<file path="src/rtl/la_des4_pkg.sv">
// la_des4_pkg: shared word width and bit-order helper for the nibble deserializer
package la_des4_pkg;

    localparam int WORD_W = 4;

    // Map an LSB-first assembled word onto the configured output bit order.
    function automatic logic [WORD_W-1:0] order_word(input logic [WORD_W-1:0] w, input bit msb_first);
        return msb_first ? {w[0], w[1], w[2], w[3]} : w;
    endfunction

endpackage

</file>
<file path="src/rtl/la_des4.sv">
// la_des4: serial-to-nibble deserializer with holding register and start-of-word resync
module la_des4
    import la_des4_pkg::*;
#(
    parameter string PROP     = "DEFAULT",
    parameter bit    MSBFIRST = 1'b0
) (
    input  logic              clk,
    input  logic              reset,
    input  logic              in_valid,
    output logic              in_ready,
    input  logic              in_data,
    input  logic              in_sof,
    output logic              out_valid,
    input  logic              out_ready,
    output logic [WORD_W-1:0] out_data,
    output logic              out_err
);

    localparam logic [1:0] LAST = 2'd3;

    logic [1:0]        cnt_q, cnt_d;
    logic [2:0]        sr_q, sr_d;
    logic [WORD_W-1:0] data_q, data_d;
    logic              valid_q, valid_d;
    logic              err_q, err_d;
    logic              accept, drain;

    // PROP only travels through to technology mapping; this empty block just references it.
    if (PROP == "") begin : g_prop_empty
    end

    // Only the 4th bit of a word stalls, and only when the held word cannot leave this cycle.
    assign in_ready  = ~reset & ~(cnt_q == LAST & valid_q & ~out_ready);
    assign accept    = in_valid & in_ready;
    assign drain     = valid_q & out_ready;
    assign out_valid = valid_q;
    assign out_data  = data_q;
    assign out_err   = err_q;

    // Next state: new bits shift in from the top so that after three shifts sr_q[0] holds the first bit.
    always_comb begin
        cnt_d   = cnt_q;
        sr_d    = sr_q;
        data_d  = data_q;
        valid_d = valid_q & ~drain;
        err_d   = 1'b0;
        if (accept & in_sof) begin
            sr_d  = {in_data, 2'b00};
            cnt_d = 2'd1;
            err_d = cnt_q != 2'd0;
        end else if (accept & (cnt_q == LAST)) begin
            data_d  = order_word({in_data, sr_q}, MSBFIRST);
            valid_d = 1'b1;
            cnt_d   = 2'd0;
        end else if (accept) begin
            sr_d  = {in_data, sr_q[2:1]};
            cnt_d = cnt_q + 2'd1;
        end
    end

    // State registers; reset clears everything immediately.
    always_ff @(posedge clk or posedge reset) begin
        if (reset) begin
            cnt_q   <= 2'd0;
            sr_q    <= 3'd0;
            data_q  <= '0;
            valid_q <= 1'b0;
            err_q   <= 1'b0;
        end else begin
            cnt_q   <= cnt_d;
            sr_q    <= sr_d;
            data_q  <= data_d;
            valid_q <= valid_d;
            err_q   <= err_d;
        end
    end

endmodule

</file>
<file path="config.mk">
export PLATFORM = sky130hd
export DESIGN_NAME = la_des4
export DESIGN_NICKNAME = d
export VERILOG_FILES = /design/src/rtl/la_des4_pkg.sv /design/src/rtl/la_des4.sv
export SDC_FILE = /design/constraint.sdc
export NUM_CORES = 1
export LEC_CHECK = 0
export ABC_AREA = 1
export CORE_AREA = 2 2 42 44
export DETAILED_ROUTE_END_ITERATION = 12
export DIE_AREA = 0 0 44 46
export HOLD_SLACK_MARGIN = 0.05
export PLACE_DENSITY = 0.64
export SYNTH_ARGS = -nofsm -noshare
export SYNTH_HDL_FRONTEND = slang
export SYNTH_SLANG_ARGS = --single-unit
</file>
<file path="constraint.sdc">
create_clock -name clk -period 1.4 [get_ports clk]
set_clock_uncertainty 0.1 [all_clocks]
set_input_delay 0.28 -clock clk [delete_from_list [all_inputs] [get_ports clk]]
set_output_delay 0.28 -clock clk [all_outputs]
set_load 0.05 [all_outputs]
</file>
Word-level counts from Yosys, hierarchy flattened
Cells that the tools add are included.
Widths: inputs -> output; s select.
{ "op_classes": {"n_addsub": 1, "eq_ne": 2, "n_mux": 9, "n_bitwise": 13, "reduce_logical": 5} }
{ "op_table": {"columns": ["operator", "count"], "rows": [
  ["$mux 3", 3],
  ["$and 1x1->1", 8],
  ["$mux 2", 3],
  ["$not 1->1", 5],
  ["$reduce_and 2->1", 2],
  ["$reduce_bool 2->1", 2],
  ["$mux 1", 3],
  ["$reduce_bool 3->1", 1],
  ["$add 2x1->2 const B", 1],
  ["$eq 2x2->1 const B", 1],
  ["$ne 2x2->1 const B", 1]
]} }
{ "word_totals": {"reg_bits": 11, "inputBits": 6, "output_inout_bits": 7} }

Logic depth before layout (Yosys ltp)
{ "depth": {"depth_word": 9, "ltp_mapped": 7, "ltp_nobuf": 7} }

Worst setup path before layout
Ideal clock, no wire load.
{ "synth_timing": {"path_type": "reg2reg", "from": "reg cnt_q[0]", "to": "reg cnt_q[1]", "setup_ns": 0.113, "arrival_ns": 1.328, "t_required_ns": 1.187, "path_slack_ns": -0.141, "stages_incl_launch_ff": 8, "path_buffers": 0, "synth_period_minus_slack_ns": 1.541, "cell_sequence": "dfrtp_1 > ha_1 > nand2_1 > nor2_2 > nor2_4 > nand3_2 > nand2_1 > inv_1"} }
{ "synth_via": {"elab_chain_len": 9, "word_cells_on_any_way": 13, "cone_classes": "add/sub (1); eq/ne (1); mux (3); bitwise (7); reduce/logical (1)"} }
{ "synth_lines": {"columns": ["element", "line_no", "text"], "rows": [
  ["start, declared", "la_des4.sv:22", "logic [1:0] cnt_q, cnt_d;"],
  ["start signal, assigned", "la_des4.sv:71", "cnt_q <= cnt_d;"],
  ["$eq 2x2->1 (*)", "la_des4.sv:34", "assign in_ready = ~reset & ~(cnt_q == LAST & valid_q & ~out_ready);"],
  ["$and 1x1->1 (*) (2 in a row)", "la_des4.sv:34", null],
  ["$not 1->1 (*)", "la_des4.sv:34", null],
  ["$and 1x1->1 (*)", "la_des4.sv:34", null],
  ["named net in_ready", "la_des4.sv:11", "output logic in_ready,"],
  ["$and 1x1->1 (*)", "la_des4.sv:35", "assign accept = in_valid & in_ready;"],
  ["$and 1x1->1", "la_des4.sv:52", "end else if (accept & (cnt_q == LAST)) begin"],
  ["$mux 2", "la_des4.sv:52", null],
  ["$mux 2", "la_des4.sv:48", "if (accept & in_sof) begin"]
]} }
Mark *: on every way through the listed nets, which the timed path passes. The rest lies on a longest branch. The select of a mux whose other input is x is not followed.
A chain may end at the register's enable or synchronous reset.

Worst setup path after layout
{ "layout_timing": {"from": "reg cnt_q[1]", "to": "out in_ready"} }
{ "layout_via": {"elab_chain_len": 5} }
{ "layout_lines": {"columns": ["element", "line_no"], "rows": [
  ["$eq 2x2->1", "la_des4.sv:34"],
  ["$and 1x1->1 (2 in a row)", "la_des4.sv:34"],
  ["$not 1->1", "la_des4.sv:34"],
  ["$and 1x1->1", "la_des4.sv:34"],
  ["end, declared", "la_des4.sv:11"]
]} }
No other way between the ends.

==> summary.txt <==
Status
  • Status: complete, but fails checks
  • Failing checks: negative setup slack

Placed design
  • Pre-CTS setup slack: -0.123 ns
  • Area post-placement: 895 µm²
  • Final RePlAce weighted congestion: 0.707
  • Post-DP HPWL: 938 µm
  • Port bufs: 12

CTS
  • CTS Buf Count: 3
  • Clock Sinks: 11
  • Worst skew pair latency: 0.27 ns
  • CTS tree: built
  • Clk buf depth: 2
  • Clock transition at path regs: around 0.070 ns
  • Hold buffers post-CTS: 0
  • CTS Root Cell: clkbuf_4
  • Htree depth: 1

Layout
  • Commonest non-fill, non-tap cells in the layout: nand2_1, buf_4, dfrtp_1
  • Area of the multi-input gates: 304 µm²
  • NumNets Final: 103
  • Area added between synthesis and finish: 63.2%
  • # diodes: 0
  • Finished layout cell area: 953 µm²
  • Fillcell total: between 100 and 150
  • Commonest non-fill, non-tap cell in the layout: nand2_1
  • Storage element area: about 280 µm²
  • Final core occ: 59.1%
  • Share of layout cells above drive strength 1: around 39%

Global route
  • Total GRT Usage: 14.6%
  • Initial antenna violation count: 0
  • First-pass GRT wire length: about 2.1 mm
  • Vias in the first global route: around 530
  • GRT overflow: 0
  • Largest net degree at the start of global routing: 9

Yosys
  • Main combinational cell family by area after synthesis: simple AND/OR/NAND/NOR gates
  • #FFs+latches synth: 11
  • Ys Warns: 0
  • Syn Nets: 74
  • Mapped Cells: 66
  • Post-Synth Adder-Cell Area: 4.28%
  • Post-synthesis mux area share: 0%
  • Post-synthesis sequential area ratio: a little under half
  • Synth Area in XOR/XNOR: 0%
  • Post-Syn Area per Cell: 8.85 µm²
  • Synth Area in Compound Gates: 0%
  • Simple-gate area share of the yosys netlist: 41.5%
  • Cell variety after synth: 16
  • Mapped Area: 584 µm²

Route
  • WL met1: 556 µm
  • Uppermost routed layer: met4
  • Drt total wl: around 1.3 mm
  • DRC errors left: 0
  • DRT iter0 DRCs: 6
  • Drt wl/cell: 11.5 µm
  • Routed via count: 540
  • Via density: slightly below 5
  • Routed wl met2: between 600 and 700 µm
  • Metal3 WL: 53 µm
  • First-pass DRT Iterations: 4
  • Antenna-violating nets left: 0

Floorplanning
  • DIE HEIGHT: approximately 46 µm
  • Num rows: 15
  • Io pins: 13
  • Die area: 0.00202 mm²
  • Starting Density: 36.2%
  • Core Box Area: 0.00161 mm²
  • Chip Width: 44 µm

Timing
  • Final worst slack: -0.197 ns
  • Final Hold Fails: 0
  • Fin crit share: 114%
  • Worst Max-Slew Pin Slew: between 0.2 and 0.3 ns
  • Unrepaired setup endpoints after global routing: true
  • Setup-failing EPs final: 1
  • Final Max Tran Viols: 0
  • Fin Hold WS: 0.404 ns
  • Minimum clock period after layout: 1.60 ns
  • Max frequency: ~0.63 GHz
  • Slew Limit Headroom: slightly above 80%

Worst setup path
  • Worst path max stage delay: 0.41 ns
  • Critical Path, Cell by Cell: ha_4 -> nand2_4 -> nor2_4 -> nor2_4 -> buf_12
  • Crit path capture type: output pin
  • Crit Path Max Fanout: 2
  • WS Path Type: reg2out
  • Crit path top cell by count: nor2_4
  • CP required: 1.02 ns
  • Crit start category: flip-flop
  • CP arrival: about 1.2 ns
  • CP max-delay cell: dfrtp_1

Power and ir drop
  • Total power: 0.00124 W
  • Pwr dens: 1310 mW/mm²
  • LEAKAGE: 0.476 nW
  • Worst vdd ir: 536 µV

Run
  • Max cap viols: 0

Worst hold path
  • HP Class: reg2reg
area by class of cell:
cell class              instances  share of cell area, %
clock buffers                   4                   2.76
repair buffers                 25                   30.6
well taps                      17                   2.23
flip-flops and latches         11                   29.0
multi-input cells              45                   31.9
inverters                       9                   3.54
worst max-delay path: cells and delay by family (launching register included):
| kind | cells | cell delay [ns] |
|---|---|---|
| buffers and inverters | 1 | 0.14 |
| AND/OR/NAND/NOR | 3 | 0.21 |
| flip-flops | 1 | 0.41 |
| adder cells (fa/ha/maj) | 1 | 0.19 |
cell usage after synthesis:
library cell,n,area (µm²)
inv_2,2,7.51
nand2_1,23,86.3
nor2_4,2,22.5
nand2_2,1,6.26
clkbuf_4,1,7.51
nand4_4,1,21.3
nand3_1,1,5.00
ha_1,2,25.0
nand4_2,1,12.5
nor2_1,2,7.51
nor3_1,1,5.00
nor2_2,1,6.26
dfrtp_1,11,275
inv_1,7,26.3
nand4_1,8,50.1
nand3_2,2,20.0
metal layers:
layer  track usage [%]  vias up
met2              25.3       13
met3              3.57        4
li1                  -      274
met4              9.09        0
met5                 0        -
met1              16.1      249
power by group:
part	total, W	switching (W)	internal (W)	leakage, nW
combinational	0.000570	0.000295	0.000275	0.320
clock	0.000226	0.000116	0.000110	0.0150
sequential	0.000449	0.0000652	0.000384	0.142
total	0.00124	0.000476	0.000769	0.476
sequential cells by signal, summed over array words and instances, names as in the netlist:
signal / count
sr_q: 3
out_err: 1
out_valid: 1
out_data: 4
cnt_q: 2
stage by stage:
stage / TNS (ns) / cells
final: -0.197 / 111
after global routing: -0.540 / 111
after CTS: -0.192 / 111
after floorplan: -0.416 / 66
after detailed placement: -1.04 / 106
after global placement: -0.883 / 106
what timing repair did:
item | CTS | global route
pin swaps | 1 | 1
setup endpoints to repair | 1 | 10
buffers inserted | 1 | 1
gates resized for setup | 0 | 5
endpoints found under the hold margin | 0 | 0
cells by family after synthesis:
group / after synthesis
and+or+nand+nor: 43
DFF: 11
buffers and inverters: 10
adders and majority gates: 2
final timing paths:
kind	start	end	slack (ns)	depth (start not counted)
max in group asynchronous	reset	out_valid	0.57	3
setup reg to reg	cnt_q[1]	cnt_q[1]	0.01	9
hold reg to reg	sr_q[0]	sr_q[0]	0.40	2
hold / removal	sr_q[0]	sr_q[0]	0.40	2
min in group asynchronous	reset	sr_q[2]	0.45	3
setup / recovery	cnt_q[1]	in_ready	-0.20	5
(Power assumes the default switching activity.)
